### config.mk
export PLATFORM = sky130hd
export DESIGN_NAME = logic_rs_exec
export DESIGN_NICKNAME = d
export VERILOG_FILES = /design/src/rtl/logic_unit_pkg.sv /design/src/rtl/logic_alu32.sv /design/src/rtl/logic_rs_exec.sv
export SDC_FILE = /design/constraint.sdc
export NUM_CORES = 1
export LEC_CHECK = 0
export CAP_MARGIN = 30
export CORE_MARGIN = 3
export CORE_UTILIZATION = 60
export DETAILED_ROUTE_END_ITERATION = 6
export PLACE_DENSITY = 0.78
export SLEW_MARGIN = 25
export SYNTH_ARGS = -nofsm -noshare
export SYNTH_HDL_FRONTEND = slang
export SYNTH_SLANG_ARGS = --single-unit
### constraint.sdc
create_clock -name clk -period 4.5 [get_ports clk]
set_input_delay 0.675 -clock clk [delete_from_list [all_inputs] [get_ports clk]]
set_output_delay 0.675 -clock clk [all_outputs]
set_load 0.02 [all_outputs]
### src/rtl/logic_unit_pkg.sv
`default_nettype none
// ============================================================================
// Module      : logic_unit_pkg
// Description : Shared types and constants for the Tomasulo logic unit.
//               Defines the op encodings, the default widths, the null tag,
//               the reservation-station entry state and the entry record.
// Revision    : 1.0 - initial release
// ============================================================================
package logic_unit_pkg;

    localparam int RS_DATA_W = 32;
    localparam int RS_TAG_W  = 4;

    // A zero tag means the operand value is already held in the entry.
    localparam logic [RS_TAG_W-1:0] NULL_TAG = '0;

    localparam logic [1:0] LOP_AND = 2'b00;
    localparam logic [1:0] LOP_OR  = 2'b01;
    localparam logic [1:0] LOP_XOR = 2'b10;
    localparam logic [1:0] LOP_NOT = 2'b11;

    typedef enum logic [1:0] {
        RS_FREE = 2'd0,
        RS_WAIT = 2'd1,
        RS_RDY  = 2'd2
    } rs_state_t;

    typedef struct packed {
        rs_state_t              state;
        logic [1:0]             op;
        logic [RS_TAG_W-1:0]    dest;
        logic [RS_TAG_W-1:0]    qj;
        logic [RS_DATA_W-1:0]   vj;
        logic [RS_TAG_W-1:0]    qk;
        logic [RS_DATA_W-1:0]   vk;
    } rs_entry_t;

endpackage
`default_nettype wire

### src/rtl/logic_alu32.sv
`default_nettype none
// ============================================================================
// Module      : logic_alu32
// Description : Purely combinational bitwise ALU: AND / OR / XOR / NOT.
//               NOT inverts the J operand and ignores K.
// Revision    : 1.0 - initial release
// ============================================================================
module logic_alu32
    import logic_unit_pkg::*;
#(
    parameter int DATA_W = RS_DATA_W
) (
    input  logic [1:0]        op,
    input  logic [DATA_W-1:0] vj,
    input  logic [DATA_W-1:0] vk,
    output logic [DATA_W-1:0] result
);

    // Select the bitwise function requested by the op code.
    always_comb begin
        result = '0;
        case (op)
            LOP_AND: result = vj & vk;
            LOP_OR:  result = vj | vk;
            LOP_XOR: result = vj ^ vk;
            default: result = ~vj;
        endcase
    end

endmodule
`default_nettype wire

### src/rtl/logic_rs_exec.sv
`default_nettype none
// ============================================================================
// Module      : logic_rs_exec
// Description : Reservation station plus single-stage execute for the logic
//               functional unit. Holds issued instructions until both
//               operands arrive (issue-time forwarding and CDB snoop), then
//               dispatches one ready entry per cycle through logic_alu32 into
//               a result register that is held until the CDB grants it.
//               Optional: define LOGIC_RS_AGE_ORDER_EN to dispatch the oldest
//               ready entry (age matrix) instead of the lowest-index one.
// Revision    : 1.0 - initial release
// ============================================================================
module logic_rs_exec
    import logic_unit_pkg::*;
#(
    parameter int NUM_ENTRIES = 4,
    parameter int TAG_W       = RS_TAG_W,
    parameter int DATA_W      = RS_DATA_W
) (
    input  logic                               clk,
    input  logic                               rstn,
    input  logic                               flush,
    input  logic                               issue_valid,
    output logic                               issue_ready,
    input  logic [1:0]                         issue_op,
    input  logic [TAG_W-1:0]                   issue_dest,
    input  logic [TAG_W-1:0]                   issue_qj,
    input  logic [TAG_W-1:0]                   issue_qk,
    input  logic [DATA_W-1:0]                  issue_vj,
    input  logic [DATA_W-1:0]                  issue_vk,
    input  logic                               cdb_in_valid,
    input  logic [TAG_W-1:0]                   cdb_in_tag,
    input  logic [DATA_W-1:0]                  cdb_in_data,
    output logic                               cdb_out_valid,
    output logic [TAG_W-1:0]                   cdb_out_tag,
    output logic [DATA_W-1:0]                  cdb_out_data,
    input  logic                               cdb_out_grant,
    output logic [$clog2(NUM_ENTRIES+1)-1:0]   busy_count
);

    localparam int c_idx_w = $clog2(NUM_ENTRIES);
    localparam int c_cnt_w = $clog2(NUM_ENTRIES+1);

    rs_entry_t                r_ent     [NUM_ENTRIES];
    rs_entry_t                w_ent_nxt [NUM_ENTRIES];
    rs_entry_t                w_new_ent;

    logic [NUM_ENTRIES-1:0]   w_rdy_vec;
    logic [c_idx_w-1:0]       w_alloc_idx;
    logic [c_idx_w-1:0]       w_disp_idx;
    logic                     w_any_free;
    logic                     w_any_rdy;
    logic                     w_issue;
    logic                     w_dispatch;
    logic                     w_cdb_hit;
    logic [DATA_W-1:0]        w_alu_result;
    logic [c_cnt_w-1:0]       w_busy_nxt;

    logic                     r_out_valid;
    logic [TAG_W-1:0]         r_out_tag;
    logic [DATA_W-1:0]        r_out_data;
    logic [c_cnt_w-1:0]       r_busy;

    for (genvar g = 0; g < NUM_ENTRIES; g++) begin : g_rdy
        assign w_rdy_vec[g] = (r_ent[g].state == RS_RDY);
    end

    // A broadcast with the null tag carries nothing an entry can wait on.
    assign w_cdb_hit  = cdb_in_valid && (cdb_in_tag != NULL_TAG);
    // The result register can take a new result when empty or when its
    // current contents leave this cycle.
    assign w_issue    = issue_valid && w_any_free && !flush;
    assign w_dispatch = w_any_rdy && (!r_out_valid || cdb_out_grant) && !flush;

    assign issue_ready   = w_any_free;
    assign cdb_out_valid = r_out_valid;
    assign cdb_out_tag   = r_out_tag;
    assign cdb_out_data  = r_out_data;
    assign busy_count    = r_busy;

`ifdef LOGIC_RS_AGE_ORDER_EN
    // r_age[i][j] set means entry i was issued before entry j.
    logic [NUM_ENTRIES-1:0]   r_age [NUM_ENTRIES];
    logic                     w_blocked;

    // A newly allocated entry is younger than every other entry.
    always_ff @(posedge clk or negedge rstn) begin
        if (!rstn) begin
            for (int i = 0; i < NUM_ENTRIES; i++) begin
                r_age[i] <= '0;
            end
        end else if (w_issue) begin
            for (int i = 0; i < NUM_ENTRIES; i++) begin
                if (c_idx_w'(i) == w_alloc_idx) begin
                    r_age[i] <= '0;
                end else begin
                    r_age[i][w_alloc_idx] <= 1'b1;
                end
            end
        end
    end
`endif

    // Output decode: lowest free slot for allocation, dispatch selection.
    always_comb begin
        w_any_free  = 1'b0;
        w_alloc_idx = '0;
        w_any_rdy   = 1'b0;
        w_disp_idx  = '0;
        for (int i = NUM_ENTRIES - 1; i >= 0; i--) begin
            if (r_ent[i].state == RS_FREE) begin
                w_any_free  = 1'b1;
                w_alloc_idx = c_idx_w'(i);
            end
        end
`ifdef LOGIC_RS_AGE_ORDER_EN
        w_blocked = 1'b0;
        for (int i = 0; i < NUM_ENTRIES; i++) begin
            w_blocked = 1'b0;
            for (int j = 0; j < NUM_ENTRIES; j++) begin
                if (w_rdy_vec[j] && r_age[j][i]) begin
                    w_blocked = 1'b1;
                end
            end
            if (w_rdy_vec[i] && !w_blocked) begin
                w_any_rdy  = 1'b1;
                w_disp_idx = c_idx_w'(i);
            end
        end
`else
        for (int i = NUM_ENTRIES - 1; i >= 0; i--) begin
            if (w_rdy_vec[i]) begin
                w_any_rdy  = 1'b1;
                w_disp_idx = c_idx_w'(i);
            end
        end
`endif
    end

    // Build the entry for an incoming issue, forwarding a same-cycle
    // broadcast into any outstanding operand. NOT never waits on K.
    always_comb begin
        w_new_ent      = '0;
        w_new_ent.op   = issue_op;
        w_new_ent.dest = issue_dest;
        if (issue_qj == NULL_TAG) begin
            w_new_ent.vj = issue_vj;
        end else if (cdb_in_valid && (cdb_in_tag == issue_qj)) begin
            w_new_ent.vj = cdb_in_data;
        end else begin
            w_new_ent.qj = issue_qj;
        end
        if (issue_op != LOP_NOT) begin
            if (issue_qk == NULL_TAG) begin
                w_new_ent.vk = issue_vk;
            end else if (cdb_in_valid && (cdb_in_tag == issue_qk)) begin
                w_new_ent.vk = cdb_in_data;
            end else begin
                w_new_ent.qk = issue_qk;
            end
        end
        w_new_ent.state = ((w_new_ent.qj == NULL_TAG) && (w_new_ent.qk == NULL_TAG))
                          ? RS_RDY : RS_WAIT;
    end

    // Next-state for every entry: snoop, dispatch release, allocation, flush.
    always_comb begin
        for (int i = 0; i < NUM_ENTRIES; i++) begin
            w_ent_nxt[i] = r_ent[i];
            if ((r_ent[i].state == RS_WAIT) && w_cdb_hit) begin
                if (r_ent[i].qj == cdb_in_tag) begin
                    w_ent_nxt[i].qj = NULL_TAG;
                    w_ent_nxt[i].vj = cdb_in_data;
                end
                if (r_ent[i].qk == cdb_in_tag) begin
                    w_ent_nxt[i].qk = NULL_TAG;
                    w_ent_nxt[i].vk = cdb_in_data;
                end
                if ((w_ent_nxt[i].qj == NULL_TAG) && (w_ent_nxt[i].qk == NULL_TAG)) begin
                    w_ent_nxt[i].state = RS_RDY;
                end
            end
            if (w_dispatch && (w_disp_idx == c_idx_w'(i))) begin
                w_ent_nxt[i].state = RS_FREE;
            end
            if (w_issue && (w_alloc_idx == c_idx_w'(i))) begin
                w_ent_nxt[i] = w_new_ent;
            end
            if (flush) begin
                w_ent_nxt[i].state = RS_FREE;
            end
        end
    end

    // Occupancy after this edge, registered into busy_count.
    always_comb begin
        w_busy_nxt = '0;
        for (int i = 0; i < NUM_ENTRIES; i++) begin
            if (w_ent_nxt[i].state != RS_FREE) begin
                w_busy_nxt = w_busy_nxt + c_cnt_w'(1);
            end
        end
    end

    // Entry state register and occupancy counter.
    always_ff @(posedge clk or negedge rstn) begin
        if (!rstn) begin
            for (int i = 0; i < NUM_ENTRIES; i++) begin
                r_ent[i] <= '0;
            end
            r_busy <= '0;
        end else begin
            for (int i = 0; i < NUM_ENTRIES; i++) begin
                r_ent[i] <= w_ent_nxt[i];
            end
            r_busy <= w_busy_nxt;
        end
    end

    logic_alu32 #(
        .DATA_W (DATA_W)
    ) u_alu (
        .op     (r_ent[w_disp_idx].op),
        .vj     (r_ent[w_disp_idx].vj),
        .vk     (r_ent[w_disp_idx].vk),
        .result (w_alu_result)
    );

    // Result register: held until granted; flush wins over grant.
    always_ff @(posedge clk or negedge rstn) begin
        if (!rstn) begin
            r_out_valid <= 1'b0;
            r_out_tag   <= '0;
            r_out_data  <= '0;
        end else if (flush) begin
            r_out_valid <= 1'b0;
            r_out_tag   <= '0;
            r_out_data  <= '0;
        end else if (w_dispatch) begin
            r_out_valid <= 1'b1;
            r_out_tag   <= r_ent[w_disp_idx].dest;
            r_out_data  <= w_alu_result;
        end else if (cdb_out_grant) begin
            r_out_valid <= 1'b0;
        end
    end

endmodule
`default_nettype wire

==> reports/summary.txt <==
Worst slew pin tran = 1.038 ns
Total Routing Usage GR = 34.96%
P_sw = 2.296 mW
Initial Util = 61.43%
Worst Path Required = 4.89 ns
CTS tree = yes
Max-Cap Viols = 0
Met3 Wirelength = 7305 um
Setup Skew = 0.01104 ns
Setup WS post-layout = 1.024 ns
Crit-path max FO = 7
Metal-1 WL = 26810 um
Commonest cells after routing, fill and taps aside = 458 x nand2_1, 360 x dfrtp_1, 272 x o21ai_0
Max Slew Vio Count = 0
Largest cells by area after synthesis = dfrtp_1 42%, nand2_1 8.1%, mux2_2 7.0%
Hold_buf cts = 0
Ports = 161
Post-DP HPWL = 39800 um
Max Freq = 287.7 MHz
PwrDens = 343.6 nW/um^2
Buf/Inv on CP = 2
Clock buffer count from CTS = 40
Number of DRC markers in iteration 0 = 2283
Clock Latency Late Sink = 0.54 ns
Clock Tree Buf Depth = 3
Async SR Flop Fraction = 100.0%
Ordered cell list for the critical path = clkdlybuf4s50_1 -> buf_4 -> xor2_1 -> o41ai_1 -> a41oi_1 -> o211ai_2 -> and2b_1 -> mux2i_1 -> ha_1 -> nand2b_1 -> a2bb2oi_1 -> o211ai_1
CP top delay family = compound AO/OA/AOI/OAI gates
Sequential area share after synthesis = 42.04%
Met2 WL post-DR = 31800 um
N_diodes = 0
Layout cells sized above 1 = 11.82%
Largest stage delay, worst path = 0.60 ns
Die span in x = 195.0 um
Yosys reg bits = 360
Fin crit period = 3.476 ns
Cell Area, Synth = 21430 sq um
Area Growth Syn to Fin = 15.49%
Top sig layer = met4
RD Place Congestion = 0.8993
Cell count after synthesis = 2375
DIE AREA = 38020 sq um
CTS sink count = 360
Via count = 19420
Main synth FF type = dfrtp_1
CP Class = input port to flip-flop
Peak supply drop = 0.0002776 V
Sequential Power Share = 43.7%
Synth warnings = 0
Drt first pass iters = 7
Post-DR wirelength/cell = 23.71 um
Failing checks = design-rule violations
Part of the power in combinational logic = 15.0%
Port buffer count = 160
CTS root buf = clkbuf_16
Register area = 9009 sq um
Status = finished, violations left
Final WL = 68740 um
Antenna violations before repair = 0
Clk pwr share = 41.3%
Startpoint types = input port
EDFF count, synth = 0
Hold Fails Final Rpt = 0
Cell variety after synth = 62
Gates resized, CTS repair = 0
Power Total = 8.505 mW
Synth Area per Inst = 9.023 sq um
Final setup viols = 0
Cell taking the most area after synthesis = dfrtp_1
Post-DR vias/cell = 6.699
DRC viols = 12
Nets@finish = 2600
Hold crit path type = input port to asynchronous set/reset pin
Chip height = 195.0 um
Largest net degree at the start of global routing = 115
CTS clock-pin slew for the worst setup and hold paths = 0.06 ns
Post-CTS Setup Bufs = 0
Crit end category = flip-flop
Final setup TNS = 0 ns
Internal power = 6.209 mW
Commonest non-fill, non-tap cell in the layout = nand2_1
Max-slew headroom = 30.83%
Vias in the first global route = 19370
Switch share = 27.00%
First-pass GRT wire length = 106800 um
Fillers = 2713
Synth top area share = 42.04%
CP arrival = 3.87 ns
Multi-input logic area = 11390 sq um
RSZ-0062 raised after global routing = no
Net count after synthesis = 2562
Slowest stage cell, crit path = clkdlybuf4s50_1
Core Rows = 68
Overflow after GRT = 0
DRT antenna net count = 0
Leak = 12.07 nW
Placement Setup Slack = 0.5314 ns
Core Area = 34880 sq um
Fin crit share = 77.25%
H-tree levels = 2
==> cells by family after synthesis <==
group / after synthesis / share of synthesized area [%]
multiplexers: 264 / 13.11
XOR/XNOR: 41 / 1.676
flip-flops: 360 / 42.04
buffers and inverters: 286 / 5.360
AO/OA/AOI/OAI: 607 / 17.64
AND/OR/NAND/NOR: 750 / 16.26
adder cells (fa/ha/maj): 67 / 3.912
==> power groups by stage <==
stage / logic (mW) / clock network (mW) / registers [mW]
6_report: 1.27 / 3.51 / 3.72
3_3_place_gp: 1.19 / 0 / 3.74
5_1_grt: 1.41 / 3.66 / 3.74
4_1_cts: 1.26 / 3.54 / 3.71
2_1_floorplan: 0.813 / 0 / 3.71
3_5_place_dp: 1.25 / 0 / 3.76
==> area by class of cell <==
class / count / share of cell area [%]
sequential: 360 / 36.40
clock buffer: 55 / 4.727
tap: 455 / 2.300
inverter: 68 / 1.031
multi-input combinational: 1729 / 46.01
timing repair buffer: 214 / 8.594
clock inverter: 18 / 0.9453
==> layer usage <==
metal,GRT usage [%],vias to the layer above
met2,56.19,1181
met3,6.970,244
li1,-,8502
met4,14.68,0
met1,46.63,9494
met5,0,-
==> final timing paths <==
kind	start	endpoint	slack (ns)	cells after the start
hold / removal	rstn	r_ent[230]	0.23	1
max in group asynchronous	rstn	r_ent[22]	3.17	2
setup reg to reg	r_ent[319]	cdb_out_data[9]	1.08	8
hold reg to reg	r_ent[155]	r_ent[155]	0.48	2
setup / recovery	cdb_in_tag[1]	busy_count[1]	1.02	12
min in group clk	r_ent[155]	r_ent[155]	0.48	2
==> Yosys cell counts, types with 9 or more instances <==
| cell type | instances |
|---|---|
| buf_1 | 9 |
| a221o_1 | 34 |
| xnor2_1 | 24 |
| o21ai_0 | 272 |
| mux2_2 | 134 |
| o21ai_1 | 22 |
| xor2_1 | 17 |
| nand2_1 | 462 |
| nand3_1 | 41 |
| a22o_1 | 65 |
| mux2i_1 | 130 |
| dfrtp_1 | 360 |
| and3_1 | 35 |
| buf_2 | 51 |
| inv_1 | 68 |
| and4_1 | 32 |
| nand3b_1 | 34 |
| clkbuf_1 | 155 |
| ha_1 | 67 |
| nor3_1 | 40 |
| nor4_1 | 10 |
| nor2_1 | 54 |
| a21oi_1 | 140 |
| a222oi_1 | 35 |
==> metrics by stage <==
stage                     instances  utilization, %  area [sq um]  hold slack (ns)
after detailed placement       2825           66.85         23320           0.4630
after floorplan                2375               -         21430           0.3794
after CTS                      2898           70.88         24720           0.2690
after global placement         2825           66.85         23320           0.4576
final                          2899           70.95         24750           0.2302
after global routing           2899           70.95         24750           0.2906
==> state kept, by name, summed over array words and instances, names as in the netlist <==
| signal | cells |
|---|---|
| r_ent | 320 |
| busy_count | 3 |
| cdb_out_valid | 1 |
| cdb_out_tag | 4 |
| cdb_out_data | 32 |
No activity file was read; power rests on OpenSTA's default activity.
